==> config.mk <==
export PLATFORM = sky130hd
export DESIGN_NAME = instruction_fetch_unit_flat
export DESIGN_NICKNAME = d
export VERILOG_FILES = /design/src/rtl/fetch_pkg.sv /design/src/rtl/instruction_fetch_unit_if.sv /design/src/rtl/fetch_fifo.sv /design/src/rtl/instruction_fetch_unit.sv /design/src/flat_wrapper.sv
export SDC_FILE = /design/constraint.sdc
export NUM_CORES = 1
export LEC_CHECK = 0
export CAP_MARGIN = 30
export CORE_MARGIN = 3
export CORE_UTILIZATION = 26
export DETAILED_ROUTE_END_ITERATION = 8
export GPL_ROUTABILITY_DRIVEN = 1
export GPL_TIMING_DRIVEN = 0
export PLACE_DENSITY = 0.51
export SLEW_MARGIN = 20
export SYNTH_ARGS = -nofsm -noshare
export SYNTH_HDL_FRONTEND = slang
export SYNTH_SLANG_ARGS = --single-unit
==> constraint.sdc <==
create_clock -name clk -period 15.3 [get_ports clk]
set_clock_uncertainty 0.1 [all_clocks]
set_input_delay 3.06 -clock clk [delete_from_list [all_inputs] [get_ports clk]]
set_output_delay 3.06 -clock clk [all_outputs]
set_load 0.01 [all_outputs]
==> src/rtl/fetch_pkg.sv <==
`default_nettype none
// ============================================================================
// Package : fetch_pkg
// Shared state encoding and constants for the instruction fetch unit.
// Revision: 1.0
// ============================================================================
package fetch_pkg;

    typedef enum logic [1:0] {
        ST_IDLE  = 2'd0,
        ST_FETCH = 2'd1,
        ST_FAULT = 2'd2
    } fetch_state_t;

    localparam int c_PC_INCR    = 4;
    localparam int c_FIFO_DEPTH = 2;

endpackage : fetch_pkg
`default_nettype wire

==> src/rtl/instruction_fetch_unit_if.sv <==
`default_nettype none
// ============================================================================
// Interface : instruction_fetch_unit_if
// Program-memory read port and decoder handshake of the fetch unit.
// Revision  : 1.0
// ============================================================================
interface instruction_fetch_unit_if #(
    parameter int DATA_WIDTH = 32
) ();

    logic [DATA_WIDTH-1:0] Address_o;
    logic [DATA_WIDTH-1:0] Instruction_i;
    logic [DATA_WIDTH-1:0] instr_o;
    logic [DATA_WIDTH-1:0] instr_pc_o;
    logic                  instr_valid_o;
    logic                  instr_ready_i;

    modport master (
        output Address_o,
        input  Instruction_i,
        output instr_o,
        output instr_pc_o,
        output instr_valid_o,
        input  instr_ready_i
    );

    modport slave (
        input  Address_o,
        output Instruction_i,
        input  instr_o,
        input  instr_pc_o,
        input  instr_valid_o,
        output instr_ready_i
    );

endinterface : instruction_fetch_unit_if
`default_nettype wire

==> src/rtl/fetch_fifo.sv <==
`default_nettype none
// ============================================================================
// Module  : fetch_fifo
// Small {pc, instruction} FIFO with push, pop and flush; head is registered.
// Revision: 1.0
// ============================================================================
module fetch_fifo
    import fetch_pkg::*;
#(
    parameter int WIDTH = 64
) (
    input  wire logic             clk,
    input  wire logic             rst,
    input  wire logic             i_push,
    input  wire logic             i_pop,
    input  wire logic             i_flush,
    input  wire logic [WIDTH-1:0] i_data,
    output logic      [WIDTH-1:0] o_data,
    output logic                  o_full,
    output logic                  o_empty
);

    localparam int c_PTR_W = $clog2(c_FIFO_DEPTH);
    localparam int c_CNT_W = $clog2(c_FIFO_DEPTH + 1);

    logic [WIDTH-1:0]   r_mem [c_FIFO_DEPTH];
    logic [c_PTR_W-1:0] r_wr_ptr;
    logic [c_PTR_W-1:0] r_rd_ptr;
    logic [c_CNT_W-1:0] r_count;
    logic               w_push;
    logic               w_pop;

    // A push into a full FIFO is legal only when the head leaves on the same edge.
    assign w_pop  = i_pop && !o_empty;
    assign w_push = i_push && (!o_full || w_pop);

    always_ff @(posedge clk or posedge rst) begin
        if (rst) begin
            for (int i = 0; i < c_FIFO_DEPTH; i++) begin
                r_mem[i] <= '0;
            end
            r_wr_ptr <= '0;
            r_rd_ptr <= '0;
            r_count  <= '0;
        end else if (i_flush) begin
            r_wr_ptr <= '0;
            r_rd_ptr <= '0;
            r_count  <= '0;
        end else begin
            if (w_push) begin
                r_mem[r_wr_ptr] <= i_data;
                r_wr_ptr        <= r_wr_ptr + c_PTR_W'(1);
            end
            if (w_pop) begin
                r_rd_ptr <= r_rd_ptr + c_PTR_W'(1);
            end
            case ({w_push, w_pop})
                2'b10:   r_count <= r_count + c_CNT_W'(1);
                2'b01:   r_count <= r_count - c_CNT_W'(1);
                default: r_count <= r_count;
            endcase
        end
    end

    assign o_data  = r_mem[r_rd_ptr];
    assign o_full  = (r_count == c_CNT_W'(c_FIFO_DEPTH));
    assign o_empty = (r_count == '0);

endmodule : fetch_fifo
`default_nettype wire

==> src/rtl/instruction_fetch_unit.sv <==
`default_nettype none
// ============================================================================
// Module  : instruction_fetch_unit
// Sequential instruction fetch with redirect, range fault and 2-entry buffer.
// Revision: 1.0
// ============================================================================
module instruction_fetch_unit
    import fetch_pkg::*;
#(
    parameter int                    DATA_WIDTH   = 32,
    parameter int                    MEMORY_DEPTH = 64,
    parameter logic [DATA_WIDTH-1:0] BASE_ADDR    = '0
) (
    input  wire logic                  clk,
    input  wire logic                  reset,
    input  wire logic                  en_i,
    input  wire logic                  redirect_i,
    input  wire logic [DATA_WIDTH-1:0] redirect_pc_i,
    output logic      [DATA_WIDTH-1:0] pc_o,
    output logic                       fault_o,
    instruction_fetch_unit_if.master   bus
);

    localparam logic [DATA_WIDTH-1:0] c_SPAN = DATA_WIDTH'(c_PC_INCR * MEMORY_DEPTH);
    localparam logic [DATA_WIDTH-1:0] c_INCR = DATA_WIDTH'(c_PC_INCR);

    fetch_state_t          r_state;
    fetch_state_t          w_state_next;
    logic [DATA_WIDTH-1:0] r_pc;
    logic [DATA_WIDTH-1:0] w_pc_next;
    logic [DATA_WIDTH-1:0] w_off;
    logic                  w_oor;
    logic                  w_push;
    logic                  w_pop;
    logic                  w_full;
    logic                  w_empty;

    // The offset is taken modulo 2^DATA_WIDTH, so a pc below BASE_ADDR is also caught explicitly.
    assign w_off = r_pc - BASE_ADDR;
    assign w_oor = (r_pc < BASE_ADDR) || (w_off >= c_SPAN) || (r_pc[1:0] != 2'b00);

    assign w_pop = bus.instr_valid_o && bus.instr_ready_i && !redirect_i;

    always_ff @(posedge clk or posedge reset) begin
        if (reset) begin
            r_state <= ST_IDLE;
            r_pc    <= BASE_ADDR;
        end else begin
            r_state <= w_state_next;
            r_pc    <= w_pc_next;
        end
    end

    always_comb begin
        w_state_next = r_state;
        w_pc_next    = r_pc;
        w_push       = 1'b0;
        if (redirect_i) begin
            w_pc_next    = redirect_pc_i;
            w_state_next = en_i ? ST_FETCH : ST_IDLE;
        end else if (!en_i) begin
            w_state_next = ST_IDLE;
        end else begin
            case (r_state)
                ST_IDLE: begin
                    w_state_next = ST_FETCH;
                end
                ST_FETCH: begin
                    if (w_oor) begin
                        w_state_next = ST_FAULT;
                    end else if (!w_full || w_pop) begin
                        w_push    = 1'b1;
                        w_pc_next = r_pc + c_INCR;
                    end
                end
                ST_FAULT: begin
                    w_state_next = ST_FAULT;
                end
                default: begin
                    w_state_next = ST_IDLE;
                end
            endcase
        end
    end

    fetch_fifo #(
        .WIDTH (2 * DATA_WIDTH)
    ) u_fifo (
        .clk     (clk),
        .rst     (reset),
        .i_push  (w_push),
        .i_pop   (w_pop),
        .i_flush (redirect_i),
        .i_data  ({r_pc, bus.Instruction_i}),
        .o_data  ({bus.instr_pc_o, bus.instr_o}),
        .o_full  (w_full),
        .o_empty (w_empty)
    );

    assign bus.instr_valid_o = !w_empty;
    assign bus.Address_o     = w_off >> 2;
    assign pc_o              = r_pc;
    assign fault_o           = (r_state == ST_FAULT);

endmodule : instruction_fetch_unit
`default_nettype wire

==> src/flat_wrapper.sv <==
// flat-port wrapper written by rule: the top's interface ports become plain ports
module instruction_fetch_unit_flat import fetch_pkg::*;
#(
    parameter int                    DATA_WIDTH   = 32,
    parameter int                    MEMORY_DEPTH = 64,
    parameter logic [DATA_WIDTH-1:0] BASE_ADDR    = '0
)
  (clk, reset, en_i, redirect_i, redirect_pc_i, pc_o, fault_o, bus_Address_o, bus_Instruction_i, bus_instr_o, bus_instr_pc_o, bus_instr_valid_o, bus_instr_ready_i);
  instruction_fetch_unit_if #(.DATA_WIDTH(DATA_WIDTH)) bus_i ();
  input  wire logic clk;
  input  wire logic reset;
  input  wire logic en_i;
  input  wire logic redirect_i;
  input  wire logic [DATA_WIDTH-1:0] redirect_pc_i;
  output logic      [DATA_WIDTH-1:0] pc_o;
  output logic fault_o;
  output wire logic [$bits(bus_i.Address_o)-1:0] bus_Address_o;
  input wire logic [$bits(bus_i.Instruction_i)-1:0] bus_Instruction_i;
  output wire logic [$bits(bus_i.instr_o)-1:0] bus_instr_o;
  output wire logic [$bits(bus_i.instr_pc_o)-1:0] bus_instr_pc_o;
  output wire logic [$bits(bus_i.instr_valid_o)-1:0] bus_instr_valid_o;
  input wire logic [$bits(bus_i.instr_ready_i)-1:0] bus_instr_ready_i;
  assign bus_Address_o = bus_i.Address_o;
  assign bus_i.Instruction_i = bus_Instruction_i;
  assign bus_instr_o = bus_i.instr_o;
  assign bus_instr_pc_o = bus_i.instr_pc_o;
  assign bus_instr_valid_o = bus_i.instr_valid_o;
  assign bus_i.instr_ready_i = bus_instr_ready_i;
  instruction_fetch_unit #(.DATA_WIDTH(DATA_WIDTH), .MEMORY_DEPTH(MEMORY_DEPTH), .BASE_ADDR(BASE_ADDR)) u_core (.clk(clk), .reset(reset), .en_i(en_i), .redirect_i(redirect_i), .redirect_pc_i(redirect_pc_i), .pc_o(pc_o), .fault_o(fault_o), .bus(bus_i));
endmodule
==> results.json <==
{
  "slew_violations": 0,
  "crit_family": "buffers and inverters",
  "post-place-cells": 1092,
  "drt-wirelength-per-cell_um": 16.46,
  "cts.sinks": 166,
  "regArea_sq_mm": 0.004154,
  "cp_slowest_stage_delay_ns": 0.59,
  "tightestPinTransition_ns": 0.8232,
  "topRoutingLayerUsed": "met4",
  "synth.avg_cell_area_sq_um": 14.04,
  "via_per_inst": 4.223,
  "ctsHoldBuffers": 0,
  "grt_pass1_wl_mm": 29.75,
  "critPathKind": "register to output pin",
  "p_total_uw": 1003,
  "r2r_setup_slack_ns": 12.36,
  "io_pins": 199,
  "drt-initial-drc-count": 140,
  "drt_wl_total_mm": 18.51,
  "dr_wl_met3_mm": 1.081,
  "yosysUniqueCellTypes": 42,
  "dieArea_sq_mm": 0.03029,
  "critPathBufInv": 3,
  "cp.required_ns": 12.14,
  "cts_tree": "yes",
  "min_path_cells": 1,
  "end_kind": "output pin",
  "fmax_ghz": 0.1664,
  "post_cts_buffers": 0,
  "min_path_type": "register to register",
  "yosysSeqAreaShare": 0.5659,
  "synth_area_sq_mm": 0.007341,
  "rsz0062_at_grt": "false",
  "worstHoldStart": "u_core.u_fifo.r_mem[61]",
  "maxCapViolations": 0,
  "layout-drive-gt1-share": 0.2846,
  "final_hold_viol_count": 0,
  "ctsResizeCount": 0,
  "vias": 4747,
  "grt_overflow": 0,
  "die_height_um": 174.0,
  "netlist_instances": 523,
  "grt_pass1_vias": 5380,
  "nFillCells": 2631,
  "ys.flop_type": "dfrtp_1",
  "final.min_clock_period_ns": 6.008,
  "final_common_cell": "clkdlybuf4s50_1",
  "crit_slowest_cell": "clkbuf_1",
  "setup_violations": 0,
  "portBuffers": 195,
  "ys_seq_elements": 166,
  "coreArea_sq_mm": 0.02733,
  "status": "completed",
  "reg2reg_to": "u_core.u_fifo.r_mem[90]",
  "ir_drop_mv": 0.05570,
  "stdcell_count": 1124,
  "worstReg2RegStart": "u_core.r_state[1]",
  "htreeDepth": 4,
  "cp-start-kind": "register",
  "finalSetupTns_ns": 0,
  "num_rows": 60,
  "holdPathEnd": "u_core.u_fifo.r_mem[61]",
  "clock_path_buffers": 2,
  "cts_buffers": 17,
  "postPlaceCellArea_sq_mm": 0.009797,
  "timing.slew.headroom": 0.4470,
  "multi_input_area_sq_mm": 0.002769,
  "antenna_found_initial": 0,
  "dieWidth_um": 174.0,
  "start_util": 0.2686,
  "post-route-util": 0.3807,
  "crit_top_cell": "clkbuf_1",
  "fin_nets": 813,
  "clkTransAtPathRegs_ns": 0.07,
  "grt.total_usage": 0.1237,
  "synth_edf_count": 0,
  "critical_path.max_fanout": 10,
  "arrival_ns": 2.85,
  "period_share": 0.3927,
  "final_antenna_net_count": 0,
  "drc_errors": 0,
  "ff2ff_path_depth": 9,
  "mostFrequentLayoutCells": "clkdlybuf4s50_1, dfrtp_1, mux2_2",
  "area_delta_synth_final_pct": 41.71,
  "drt-pass1-iter-count": 4,
  "async_flop_share": 1.000,
  "p_per_area_mw_per_mm2": 96.38,
  "p_leak_uw": 0.004806,
  "diodes": 0,
  "gp_congestion": 0.7444,
  "final_cell_area_sq_mm": 0.01040,
  "grt_max_degree": 91,
  "root_buffer": "clkbuf_16",
  "path_cells": "clkbuf_1 > clkbuf_1 > mux2_2 > clkdlybuf4s50_1",
  "drt-met1-wl_mm": 8.302,
  "clk_latency_ns": 0.42,
  "route.met2.wl_mm": 8.938,
  "yosys_warnings": 0,
  "hpwl_mm": 13.18
}
==> area by class of cell <==
| type | count | share of cell area |
|---|---|---|
| Timing Repair Buffer | 196 | 0.1903 |
| Buffer | 59 | 0.03873 |
| Sequential cell | 166 | 0.3993 |
| Clock inverter | 14 | 0.01600 |
| Multi-Input combinational cell | 294 | 0.2662 |
| Tap cell | 372 | 0.04474 |
| Inverter | 5 | 0.002526 |
| Clock buffer | 18 | 0.04222 |
==> stage by stage <==
step | setup WS [ns] | hold WS, ns
after floorplan | 7.650 | 0.3474
after global placement | 5.531 | 0.3628
after global routing | 9.022 | 0.3950
after detailed placement | 9.360 | 0.3651
final | 9.292 | 0.3801
after CTS | 9.112 | 0.3863
==> report_power, final <==
part           total, uW  switching, uW  leakage (uW)  internal (uW)
clock network        433            196      0.000294            237
logic                106           39.4       0.00227           66.9
registers            463           14.5       0.00224            449
==> worst max path at each step <==
stage / end / slack (ns) / depth (start not counted) / startpoint
final: bus_instr_pc_o[7] / 9.29 / 4 / u_core.u_fifo.r_rd_ptr
after global routing: bus_instr_pc_o[7] / 9.02 / 4 / u_core.u_fifo.r_rd_ptr
after CTS: bus_instr_pc_o[4] / 9.11 / 4 / u_core.u_fifo.r_rd_ptr
after detailed placement: u_core.u_fifo.r_mem[90] / 9.36 / 8 / bus_instr_ready_i
after global placement: u_core.u_fifo.r_mem[20] / 5.53 / 2 / reset
after floorplan: u_core.pc_o[0] / 7.65 / 1 / reset
==> metal layers <==
layer | track usage | vias to the layer above
met1 | 0.1542 | 2393
met2 | 0.2064 | 124
li1 | - | 2216
met5 | 0 | -
met4 | 0.03418 | 0
met3 | 0.03976 | 14
==> worst register-to-register path, cell delays in order (launching register included) <==
cell and delay [ns]:
dfrtp_1 0.40, inv_1 0.08, ha_1 0.14, nor4b_1 0.28, nand3_1 0.29, nor4_4 0.46
nor3b_1 0.26, buf_4 0.26, buf_6 0.21, mux2_1 0.35
==> registers in the layout (all words and copies together), names as in the netlist <==
signal / cells
u_core.u_fifo.r_count: 2
u_core.u_fifo.r_rd_ptr: 1
u_core.r_state: 2
u_core.u_fifo.r_wr_ptr: 1
u_core.pc_o: 32
u_core.u_fifo.r_mem: 128
==> cells in the mapped netlist, types with 3 or more instances <==
master	count	area, sq um
and2_1	26	162.7
buf_2	4	20.02
buf_4	33	247.7
buf_6	7	78.83
clkbuf_1	13	48.80
dfrtp_1	166	4154
ha_1	5	62.56
inv_1	5	18.77
mux2_1	41	461.7
mux2_2	127	1430
nand2_1	9	33.78
nor2_1	3	11.26
nor2b_1	29	181.4
nor3_1	3	15.01
nor3b_1	3	22.52
nor4_1	4	25.02
nor4_2	5	62.56
o211ai_1	3	22.52
o21ai_0	6	30.03
xnor2_1	5	43.79
==> kinds of logic (layout without fill, tap and decap cells) <==
logic type	count (synthesis)	in the layout	share of synthesized area
muxes	169	169	0.2591
DFF	166	166	0.5659
and+or+nand+nor	94	94	0.08403
buffers and inverters	64	292	0.05744
AOI/OAI and AO/OA	18	18	0.01739
xor gates and xnor gates	6	6	0.007159
adders and majority gates	5	5	0.008522
other	1	2	0.0005108
Note: power is estimated with default switching activity, not from simulation.
